[src/rtl/audio_period_monitor.sv]
// Per-channel audio period/amplitude monitor: counts samples and tracks peak between
// rising zero crossings, and flags periods whose length or peak falls outside the limits.
module audio_period_monitor #(
   parameter int NUM_CH = 2,
   parameter int DATA_W = 16,
   parameter int CNT_W  = 8,
   parameter int ERR_W  = 12
) (
   input  logic                       clk,
   input  logic                       rst_n,
   input  logic [NUM_CH*DATA_W-1:0]   smpl,
   input  logic                       vld,
   input  logic                       start,
   input  logic                       abort,
   input  logic [3:0]                 settle_xing,
   input  logic [ERR_W-1:0]           num_periods,
   input  logic [CNT_W-1:0]           min_cnt,
   input  logic [CNT_W-1:0]           max_cnt,
   input  logic [DATA_W-1:0]          min_ampl,
   input  logic [DATA_W-1:0]          max_ampl,
   output logic                       busy,
   output logic                       done,
   output logic [NUM_CH*ERR_W-1:0]    freq_err,
   output logic [NUM_CH*ERR_W-1:0]    ampl_err,
   output logic [NUM_CH-1:0]          stall,
   output logic [NUM_CH*CNT_W-1:0]    last_cnt,
   output logic [NUM_CH*DATA_W-1:0]   last_peak
);

   // state   | meaning
   // ST_IDLE | waiting for start; counters hold
   // ST_RUN  | channels settle, then check periods
   // ST_DONE | every channel finished; results hold
   typedef enum logic [1:0] {ST_IDLE, ST_RUN, ST_DONE} state_t;

   localparam logic [CNT_W-1:0] CNT_MAX = '1;
   localparam logic [CNT_W-1:0] CNT_ONE = CNT_W'(1);
   localparam logic [ERR_W-1:0] ERR_MAX = '1;

   state_t state_q, state_d;
   logic   clear, upd;

   logic [NUM_CH-1:0]        sign_q, sign_d;
   logic [NUM_CH-1:0]        stall_q, stall_d;
   logic [NUM_CH-1:0]        fin, xing;
   logic [3:0]               settle_q [NUM_CH];
   logic [3:0]               settle_d [NUM_CH];
   logic [ERR_W-1:0]         per_q    [NUM_CH];
   logic [ERR_W-1:0]         per_d    [NUM_CH];
   logic [ERR_W-1:0]         ferr_q   [NUM_CH];
   logic [ERR_W-1:0]         ferr_d   [NUM_CH];
   logic [ERR_W-1:0]         aerr_q   [NUM_CH];
   logic [ERR_W-1:0]         aerr_d   [NUM_CH];
   logic [CNT_W-1:0]         cnt_q    [NUM_CH];
   logic [CNT_W-1:0]         cnt_d    [NUM_CH];
   logic [CNT_W-1:0]         lcnt_q   [NUM_CH];
   logic [CNT_W-1:0]         lcnt_d   [NUM_CH];
   logic signed [DATA_W-1:0] peak_q   [NUM_CH];
   logic signed [DATA_W-1:0] peak_d   [NUM_CH];
   logic signed [DATA_W-1:0] lpeak_q  [NUM_CH];
   logic signed [DATA_W-1:0] lpeak_d  [NUM_CH];
   logic signed [DATA_W-1:0] smp      [NUM_CH];

   always_comb begin
      for (int c = 0; c < NUM_CH; c++) begin
         fin[c] = stall_q[c] | ((settle_q[c] >= settle_xing) && (per_q[c] >= num_periods));
      end
   end

   always_comb begin
      state_d = state_q;
      clear   = 1'b0;
      case (state_q)
         ST_IDLE, ST_DONE: begin
            if (start) begin
               state_d = ST_RUN;
               clear   = 1'b1;
            end
         end
         ST_RUN: begin
            if (abort)     state_d = ST_IDLE;
            else if (&fin) state_d = ST_DONE;
         end
         default: state_d = ST_IDLE;
      endcase
   end

   // An aborting edge freezes every channel, including a coincident sample.
   assign upd  = (state_q == ST_RUN) && !abort;
   assign busy = (state_q == ST_RUN);
   assign done = (state_q == ST_DONE);

   always_comb begin
      for (int c = 0; c < NUM_CH; c++) begin
         smp[c]      = $signed(smpl[c*DATA_W +: DATA_W]);
         xing[c]     = sign_q[c] & ~smp[c][DATA_W-1];
         sign_d[c]   = vld ? smp[c][DATA_W-1] : sign_q[c];
         stall_d[c]  = stall_q[c];
         settle_d[c] = settle_q[c];
         per_d[c]    = per_q[c];
         ferr_d[c]   = ferr_q[c];
         aerr_d[c]   = aerr_q[c];
         cnt_d[c]    = cnt_q[c];
         lcnt_d[c]   = lcnt_q[c];
         peak_d[c]   = peak_q[c];
         lpeak_d[c]  = lpeak_q[c];
         if (clear) begin
            stall_d[c]  = 1'b0;
            settle_d[c] = '0;
            per_d[c]    = '0;
            ferr_d[c]   = '0;
            aerr_d[c]   = '0;
            cnt_d[c]    = '0;
            lcnt_d[c]   = '0;
            peak_d[c]   = '0;
            lpeak_d[c]  = '0;
         end else if (upd && vld && !fin[c]) begin
            if (xing[c]) begin
               if (settle_q[c] < settle_xing) begin
                  settle_d[c] = settle_q[c] + 4'd1;
               end else begin
                  if ((cnt_q[c] < min_cnt || cnt_q[c] > max_cnt) && ferr_q[c] != ERR_MAX)
                     ferr_d[c] = ferr_q[c] + 1'b1;
                  if ((peak_q[c] < $signed(min_ampl) || peak_q[c] > $signed(max_ampl)) &&
                      aerr_q[c] != ERR_MAX)
                     aerr_d[c] = aerr_q[c] + 1'b1;
                  lcnt_d[c]  = cnt_q[c];
                  lpeak_d[c] = peak_q[c];
                  per_d[c]   = per_q[c] + 1'b1;
               end
               // The crossing sample opens the next period.
               cnt_d[c]  = CNT_ONE;
               peak_d[c] = smp[c];
            end else begin
               cnt_d[c] = (cnt_q[c] == CNT_MAX) ? CNT_MAX : cnt_q[c] + 1'b1;
               if (smp[c] > peak_q[c]) peak_d[c] = smp[c];
               if (cnt_d[c] == CNT_MAX) stall_d[c] = 1'b1;
            end
         end
      end
   end

   always_ff @(posedge clk or negedge rst_n) begin
      if (!rst_n) begin
         state_q <= ST_IDLE;
         sign_q  <= '0;
         stall_q <= '0;
         for (int c = 0; c < NUM_CH; c++) begin
            settle_q[c] <= '0;
            per_q[c]    <= '0;
            ferr_q[c]   <= '0;
            aerr_q[c]   <= '0;
            cnt_q[c]    <= '0;
            lcnt_q[c]   <= '0;
            peak_q[c]   <= '0;
            lpeak_q[c]  <= '0;
         end
      end else begin
         state_q <= state_d;
         sign_q  <= sign_d;
         stall_q <= stall_d;
         for (int c = 0; c < NUM_CH; c++) begin
            settle_q[c] <= settle_d[c];
            per_q[c]    <= per_d[c];
            ferr_q[c]   <= ferr_d[c];
            aerr_q[c]   <= aerr_d[c];
            cnt_q[c]    <= cnt_d[c];
            lcnt_q[c]   <= lcnt_d[c];
            peak_q[c]   <= peak_d[c];
            lpeak_q[c]  <= lpeak_d[c];
         end
      end
   end

   always_comb begin
      freq_err  = '0;
      ampl_err  = '0;
      last_cnt  = '0;
      last_peak = '0;
      for (int c = 0; c < NUM_CH; c++) begin
         freq_err[c*ERR_W +: ERR_W]   = ferr_q[c];
         ampl_err[c*ERR_W +: ERR_W]   = aerr_q[c];
         last_cnt[c*CNT_W +: CNT_W]   = lcnt_q[c];
         last_peak[c*DATA_W +: DATA_W] = lpeak_q[c];
      end
   end

   assign stall = stall_q;

endmodule

[config.mk]
export PLATFORM = sky130hd
export DESIGN_NAME = audio_period_monitor
export DESIGN_NICKNAME = d
export VERILOG_FILES = /design/src/rtl/audio_period_monitor.sv
export SDC_FILE = /design/constraint.sdc
export NUM_CORES = 1
export LEC_CHECK = 0
export BUFFER_PORTS_ARGS = -buffer_cell sky130_fd_sc_hd__buf_2
export CELL_PAD_IN_SITES_DETAIL_PLACEMENT = 2
export CELL_PAD_IN_SITES_GLOBAL_PLACEMENT = 2
export CORE_AREA = 2 2 132 262
export DETAILED_ROUTE_END_ITERATION = 10
export DIE_AREA = 0 0 134 264
export GPL_ROUTABILITY_DRIVEN = 0
export PLACE_DENSITY_LB_ADDON = 0.12
export SETUP_SLACK_MARGIN = 0.05
export SYNTH_ARGS = -nofsm -noshare
export SYNTH_HDL_FRONTEND = slang
export SYNTH_SLANG_ARGS = --single-unit
[constraint.sdc]
create_clock -name clk -period 4.3 [get_ports clk]
set_input_delay 0.86 -clock clk [delete_from_list [all_inputs] [get_ports clk]]
set_output_delay 0.86 -clock clk [all_outputs]
set_load 0.02 [all_outputs]
==> results of run 1 <==
flip-flops by register name, indices dropped and copies added, names as in the netlist:
signal     count
ampl_err      24
cnt_q         16
freq_err      24
last_cnt      16
last_peak     32
peak_q        32
per_q         24
settle_q       8
sign_q         2
stall          2
state_q        2
layout make-up:
type	count	area, um^2
diodes	1	2.50
multi-input cells	1044	7300
flip-flops and latches	182	4550
clock buffers	19	433
repair buffers	221	1190
well taps	436	546
fillers	3750	18800
clock inverters	12	144
inverters	120	450
through the flow:
| step | cells | cell area, um^2 | power, W |
|---|---|---|---|
| 5_1_grt | 2034 | 14600 | 0.00450 |
| 3_3_place_gp | 2003 | 14000 | 0.00266 |
| 3_5_place_dp | 2003 | 14000 | 0.00270 |
| 2_1_floorplan | 1398 | 12500 | 0.00234 |
| 6_report | 2035 | 14600 | 0.00428 |
| 4_1_cts | 2034 | 14600 | 0.00435 |
per-layer routing:
| metal | wire length [um] | vias up | global-route usage |
|---|---|---|---|
| met3 | 1140 | 77 | 0.0332 |
| met2 | 25300 | 200 | 0.513 |
| met1 | 15300 | 5708 | 0.246 |
| li1 | - | 5312 | - |
| met4 | 1890 | 4 | 0.114 |
| met5 | 24 | - | 0 |
cell families after synthesis:
| kind of cell | share of synthesized area |
|---|---|
| compound gates | 0.141 |
| xor+xnor | 0.0252 |
| fa+ha+maj | 0.166 |
| buf+inv | 0.0544 |
| flops | 0.364 |
| mux | 0.0499 |
| simple gates | 0.200 |
cells in the final DEF, fill, tap and decap left out, types with 9 or more instances in the layout:
master | synthesis | routed
sky130_fd_sc_hd__xnor2_1 | 11 | 11
sky130_fd_sc_hd__o211ai_1 | 13 | 13
sky130_fd_sc_hd__nand2_1 | 132 | 131
sky130_fd_sc_hd__buf_2 | 5 | 199
sky130_fd_sc_hd__a21oi_1 | 118 | 118
sky130_fd_sc_hd__a211oi_1 | 13 | 12
sky130_fd_sc_hd__nor3_1 | 16 | 16
sky130_fd_sc_hd__or4_1 | 9 | 9
sky130_fd_sc_hd__and3_1 | 24 | 24
sky130_fd_sc_hd__mux2_4 | 9 | 9
sky130_fd_sc_hd__a21o_1 | 26 | 26
sky130_fd_sc_hd__buf_4 | 1 | 19
sky130_fd_sc_hd__xor2_1 | 25 | 25
sky130_fd_sc_hd__nor2_1 | 144 | 143
sky130_fd_sc_hd__o21a_1 | 10 | 10
sky130_fd_sc_hd__or3_1 | 14 | 14
sky130_fd_sc_hd__nand2b_1 | 20 | 20
sky130_fd_sc_hd__nand3_1 | 46 | 46
sky130_fd_sc_hd__inv_1 | 120 | 120
sky130_fd_sc_hd__o21ai_0 | 29 | 29
sky130_fd_sc_hd__nand4_1 | 43 | 43
sky130_fd_sc_hd__clkbuf_16 | 0 | 17
sky130_fd_sc_hd__mux2i_1 | 41 | 41
sky130_fd_sc_hd__ha_1 | 166 | 166
sky130_fd_sc_hd__dfrtp_1 | 182 | 182
sky130_fd_sc_hd__o31ai_1 | 13 | 13
sky130_fd_sc_hd__nor2b_1 | 18 | 18
how the worst max path moves through the flow:
| stage | end | cells after the start | slack [ns] | from |
|---|---|---|---|---|
| floorplan | peak_q[10] | 12 | 0.91 | settle_xing[1] |
| global placement | ampl_err[3] | 13 | 0.48 | min_ampl[2] |
| detailed placement | peak_q[2] | 12 | 0.40 | num_periods[2] |
| CTS | peak_q[1] | 12 | 0.88 | num_periods[2] |
| global route | peak_q[1] | 12 | 0.75 | num_periods[2] |
| finish | peak_q[1] | 12 | 0.91 | num_periods[2] |
power by group through the flow:
stage	sequential [W]	combinational, W	clock (W)
5_1_grt	0.00186	0.000921	0.00171
3_3_place_gp	0.00189	0.000766	0
4_1_cts	0.00186	0.000824	0.00167
3_5_place_dp	0.00189	0.000814	0
2_1_floorplan	0.00184	0.000503	0
6_report	0.00186	0.000811	0.00161
==> run_results.csv, run 1 <==
group,metric,value,unit
cts,cts_post_setup_buffers_inserted,0,
cts,cts-root-buf,"sky130_fd_sc_hd__clkbuf_16",
setup_path,worstReg2RegStart,"peak_q[25]",
cells_and_area,layout.nets,1853,
cells_and_area,final_layout_size_suffix_gt1_frac,0.178,
sta,final_period_minus_worst_setup_slack,3.39,ns
logic_synthesis,post_synth_instance_area,12500,um^2
cts,clock_tree.buffer_depth,2,
power_and_ir_drop,logic_gate_share_of_total_power,0.189,
floorplanning,coreArea,33400,um^2
sta,skew,0.0131,ns
logic_synthesis,synth_sequential_area_ratio,0.364,
sta,hold_violations,0,
global_routing,grt_util_all_layers,0.253,
cts,clock_sink_count,182,
logic_synthesis,avgSynthCellArea,8.95,um^2
floorplanning,io-pin-count,201,
route,route.detailed.vias_per_inst,5.55,
logic_synthesis,library_cell_with_the_largest_summed_area_after_synthesis,"sky130_fd_sc_hd__dfrtp_1",
logic_synthesis,ys_seq_elements,182,
floorplanning,floorplan.die_area,35400,um^2
setup_path,crit_path_max_incr_delay,0.47,ns
cts,cts_resized,0,
sta,final-setup-viol-count,0,
route,dr.first_iter.drc_count,274,
setup_path,critical_path.endpoint_type,"flop",
power_and_ir_drop,share_of_total_power_in_sequential_cells,0.434,
power_and_ir_drop,internal_power,0.00294,W
sta,fin_worst_hold_slack,0.439,ns
setup_path,critical_path_required,4.64,ns
sta,finalCritPeriodShare,0.789,
setup_path,cp_arrival,3.73,ns
setup_path,crit_slowest_cell,"sky130_fd_sc_hd__or3_1",
global_routing,largest_net_degree_at_the_start_of_global_routing,120,
power_and_ir_drop,total_leakage_power,7.55,nW
cts,worst_setup_hold_path_clk_slew,0.08,ns
setup_path,rr_worst_depth,9,
sta,final.setup.worst_slack,0.906,ns
logic_synthesis,library_cell_with_the_highest_instance_count_after_synthesis,"sky130_fd_sc_hd__dfrtp_1",
cells_and_area,post-route-util,0.438,
logic_synthesis,synthArstFlopShare,1.00,
logic_synthesis,yosysTopAreaCellShare,0.364,
placement,numPortBuffers,200,
global_routing,grt_first_pass_wirelength,69.4,mm
logic_synthesis,count_of_mapped_cells_out_of_synthesis,1398,
logic_synthesis,netlist_top_cells_area,"sky130_fd_sc_hd__dfrtp_1, sky130_fd_sc_hd__ha_1, sky130_fd_sc_hd__a21oi_1",
placement,hpwlAfterDp,34.3,mm
route,detailedRoute.firstPassIterationCount,4,
route,via_count,11300,
cts,cts_hold_repair.buffers,0,
route,drtAntennaViolNets,0,
sta,count_of_pins_over_their_slew_limit,0,
floorplanning,die_width,134,um
sta,setup_tns,0,ns
logic_synthesis,synth_nets,1665,
setup_path,timing_worst_setup_path_type,"in2reg",
setup_path,rrSetupSlack,0.97,ns
cts,cts_tree,"done",
floorplanning,starting_density_of_the_core,0.375,
cts,insertion_delay,0.46,ns
floorplanning,die_height,264,um
route,wl_per_cell,21.5,um
setup_path,rr_endpoint,"ampl_err[9]",
cts,numCtsBuffers,17,
power_and_ir_drop,power.ir.vdd_worst,0.279,mV
global_routing,grt_antenna_before_repair,3,
logic_synthesis,synth-edff-count,0,
sta,fmax,0.295,GHz
sta,slew-limit-headroom,0.377,
power_and_ir_drop,power.clock.fraction,0.377,
route,drcViolationCount,0,
status,status,"completed",
floorplanning,rows,95,
power_and_ir_drop,p_sw_frac,0.314,
global_routing,number_of_global_route_vias_before_repair,12900,
setup_path,cp_num_buf_inv,3,
setup_path,critical_path.cell_chain,"buf_2 > inv_1 > ha_1 > a211oi_1 > o21ai_0 > a21oi_1 > o21ai_1 > and2_1 > or3_1 > a21oi_4 > buf_4 > mux2_2",
cells_and_area,areaGrowthSynthToFinish,16.8,%
hold_path,timing.hold.worst.class,"in2async",
setup_path,crit_path_max_fanout,15,
global_routing,globalRouteOverflowTotal,0,
logic_synthesis,synth.cells.most_frequent,"sky130_fd_sc_hd__dfrtp_1, sky130_fd_sc_hd__ha_1, sky130_fd_sc_hd__nor2_1",
logic_synthesis,yosys_most_used_dff,"sky130_fd_sc_hd__dfrtp_1",
placement,placement.setup.worst_slack,0.402,ns
logic_synthesis,synthDistinctLibCells,73,
power_and_ir_drop,cellPowerDensity,293,nW/um^2
run,max_cap_violations,0,
sta,rsz_0062_raised_after_global_routing,"false",
power_and_ir_drop,netSwitchingPower,0.00134,W
logic_synthesis,synthesis.yosys.warnings,0,
route,routed_wl,43.7,mm
sta,timing_worst_slew_pin_value,0.935,ns
cts,ctsHtreeMaxLevel,4,
setup_path,cp_top_family,"compound AO/OA/AOI/OAI gates",
setup_path,startpoint_type,"input port",
Power figures use the tool's default switching activity.
==> inputs of run 2 (changes only) <==
CORE_AREA = 2 2 143 285   (was 2 2 132 262)
DIE_AREA = 0 0 145 287   (was 0 0 134 264)
clock period = 2.8 ns   (was 4.3 ns; I/O delays follow)
==> run 2 against run 1 <==
The run now ends with setup timing left. Critical path depth is 1 lower. Combinational power is 110% higher. Sequential power is 53% higher. Non-clock buffer count is 200 higher. Setup slack worse by 0.92 ns. Cell count is 14% higher. Power is 63% higher. Sequential share of layout area is 4.6 points lower. Highest routed layer unchanged.
==> run_results.csv, run 2 (synthesis gave the netlist of run 1 again) <==
group,metric,value,unit
power_and_ir_drop,internal_power,0.00473,W
cells_and_area,layout.filler_cells,4353,
cells_and_area,layout.nets,2055,
route,drtAntennaViolNets,0,
sta,final-setup-viol-count,10,
cts,cts-root-buf,"sky130_fd_sc_hd__clkbuf_16",
sta,finalCritPeriodShare,1.01,
setup_path,startpoint_type,"flop",
power_and_ir_drop,share_of_total_power_in_sequential_cells,0.405,
global_routing,grt_antenna_before_repair,3,
sta,count_of_pins_over_their_slew_limit,0,
cells_and_area,regArea,4570,um^2
cts,worst_setup_hold_path_clk_slew,0.08,ns
cells_and_area,layout_commonest_cell,"sky130_fd_sc_hd__buf_4",
route,wl_per_cell,21.8,um
hold_path,timing.hold.worst.class,"in2async",
global_routing,globalRouteOverflowTotal,0,
sta,setup_tns,-0.0815,ns
cells_and_area,final_cells,2326,
power_and_ir_drop,p_sw_frac,0.325,
global_routing,grt_util_all_layers,0.238,
route,dr.first_iter.drc_count,265,
route,drcViolationCount,0,
power_and_ir_drop,power.ir.vdd_worst,0.417,mV
setup_path,cp_arrival,3.17,ns
cts,cts_hold_repair.buffers,0,
cells_and_area,post-route-util,0.438,
status,violations,"setup timing",
sta,timing_worst_slew_pin_value,0.641,ns
cts,insertion_delay,0.47,ns
global_routing,largest_net_degree_at_the_start_of_global_routing,96,
sta,skew,0.0171,ns
setup_path,critical_path.endpoint_type,"flop",
sta,fin_worst_hold_slack,0.0592,ns
cells_and_area,diodes,0,
cells_and_area,multi_input_area,8080,um^2
placement,dp_cells,2258,
power_and_ir_drop,netSwitchingPower,0.00227,W
sta,final_period_minus_worst_setup_slack,2.82,ns
route,via_count,12200,
cts,clock_tree.buffer_depth,2,
route,routed_wl,50.7,mm
cells_and_area,areaGrowthSynthToFinish,37.6,%
sta,rsz_0062_raised_after_global_routing,"true",
global_routing,number_of_global_route_vias_before_repair,14000,
cts,numCtsBuffers,17,
route,route.detailed.vias_per_inst,5.25,
cts,ctsHtreeMaxLevel,4,
floorplanning,die_width,145,um
sta,hold_violations,0,
route,detailedRoute.firstPassIterationCount,4,
sta,fmax,0.355,GHz
status,status,"finished, violations left",
floorplanning,floorplan.die_area,41600,um^2
cts,cts_tree,"done",
floorplanning,die_height,287,um
floorplanning,starting_density_of_the_core,0.318,
floorplanning,rows,103,
global_routing,grt_first_pass_wirelength,77.3,mm
sta,slew-limit-headroom,0.572,
power_and_ir_drop,logic_gate_share_of_total_power,0.243,
cts,clock_sink_count,182,
setup_path,critical_path_required,3.15,ns
power_and_ir_drop,power.clock.fraction,0.352,
setup_path,timing_worst_setup_path_type,"reg2reg",
setup_path,crit_path_max_fanout,8,
run,max_cap_violations,0,
cells_and_area,layout.cells.most_common_list,"sky130_fd_sc_hd__buf_4, sky130_fd_sc_hd__buf_2, sky130_fd_sc_hd__dfrtp_1, sky130_fd_sc_hd__nor2_1, sky130_fd_sc_hd__ha_1",
floorplanning,io-pin-count,201,
sta,final.setup.worst_slack,-0.0173,ns
power_and_ir_drop,power.total,0.00700,W
power_and_ir_drop,total_leakage_power,8.64,nW
placement,hpwlAfterDp,38.5,mm
floorplanning,coreArea,39300,um^2
power_and_ir_drop,cellPowerDensity,407,nW/um^2
placement,numPortBuffers,200,
cells_and_area,final_layout_size_suffix_gt1_frac,0.335,
==> run 2: cell count changes in the layout (fill, tap and decap cells not counted), moves of 7 or more <==
cell / delta
sky130_fd_sc_hd__dfrtp_2: +16
sky130_fd_sc_hd__buf_6: +7
sky130_fd_sc_hd__o21ai_0: -7
sky130_fd_sc_hd__ha_4: +26
sky130_fd_sc_hd__a21oi_1: -18
sky130_fd_sc_hd__buf_4: +181
sky130_fd_sc_hd__a21oi_2: +17
sky130_fd_sc_hd__buf_12: +8
sky130_fd_sc_hd__dfrtp_1: -16
sky130_fd_sc_hd__ha_1: -28
==> run 2: final timing paths <==
path	start	endpoint	slack [ns]	cells after the start
setup / recovery	settle_q[1]	peak_q[2]	-0.02	11
hold / removal	rst_n	last_peak[23]	0.06	1
setup reg to reg	settle_q[1]	peak_q[2]	-0.02	11
hold reg to reg	sign_q[0]	sign_q[0]	0.51	1
max in group asynchronous	rst_n	last_cnt[3]	1.98	2
min in group clk	smpl[21]	peak_q[5]	0.34	2
==> run 2: critical path: stages, from the launching register on <==
cell                      delay (ns)
sky130_fd_sc_hd__dfrtp_1        0.42
sky130_fd_sc_hd__ha_4           0.22
sky130_fd_sc_hd__nor2b_4        0.12
sky130_fd_sc_hd__o21a_1         0.17
sky130_fd_sc_hd__o21a_1         0.18
sky130_fd_sc_hd__or3_4          0.33
sky130_fd_sc_hd__and2_4         0.17
sky130_fd_sc_hd__or3_4          0.35
sky130_fd_sc_hd__a21oi_4        0.17
sky130_fd_sc_hd__buf_6          0.13
sky130_fd_sc_hd__buf_12         0.13
sky130_fd_sc_hd__mux2_4         0.31
==> run 2: cell type report <==
cell class / instances / area share
Clock inverter: 14 / 0.00814
Multi-Input combinational cell: 1046 / 0.469
Tap cell: 525 / 0.0381
Clock buffer: 18 / 0.0249
Sequential cell: 182 / 0.266
Timing Repair Buffer: 421 / 0.167
Inverter: 120 / 0.0269
==> run 2: through the flow <==
stage | setup slack, ns | instance area, um^2
2_1_floorplan | -0.197 | 12600
3_3_place_gp | -0.803 | 15500
3_5_place_dp | -0.813 | 15500
4_1_cts | -0.0169 | 16400
5_1_grt | -0.156 | 17200
6_report | -0.0173 | 17200
==> run 2: power by group through the flow <==
stage	combinational, W	clock [W]	sequential (W)
after floorplan	0.000777	0	0.00282
after global placement	0.00141	0	0.00287
after detailed placement	0.00149	0	0.00288
after CTS	0.00155	0.00254	0.00283
after global routing	0.00190	0.00262	0.00285
final	0.00170	0.00246	0.00284
==> run 2: layer usage <==
| layer | vias up | global-route usage | part of all wire |
|---|---|---|---|
| met3 | 96 | 0.0368 | 0.030 |
| met4 | 6 | 0.110 | 0.043 |
| met1 | 6145 | 0.227 | 0.34 |
| li1 | 5723 | - | - |
| met2 | 238 | 0.488 | 0.59 |
| met5 | - | 0 | 0.00071 |
==> run 2: what timing repair did <==
item,in CTS,in global routing
gates resized for setup,48,109
endpoints found under the setup margin,112,106
buffers inserted,5,27
cloned,2,4
pin swaps,18,49
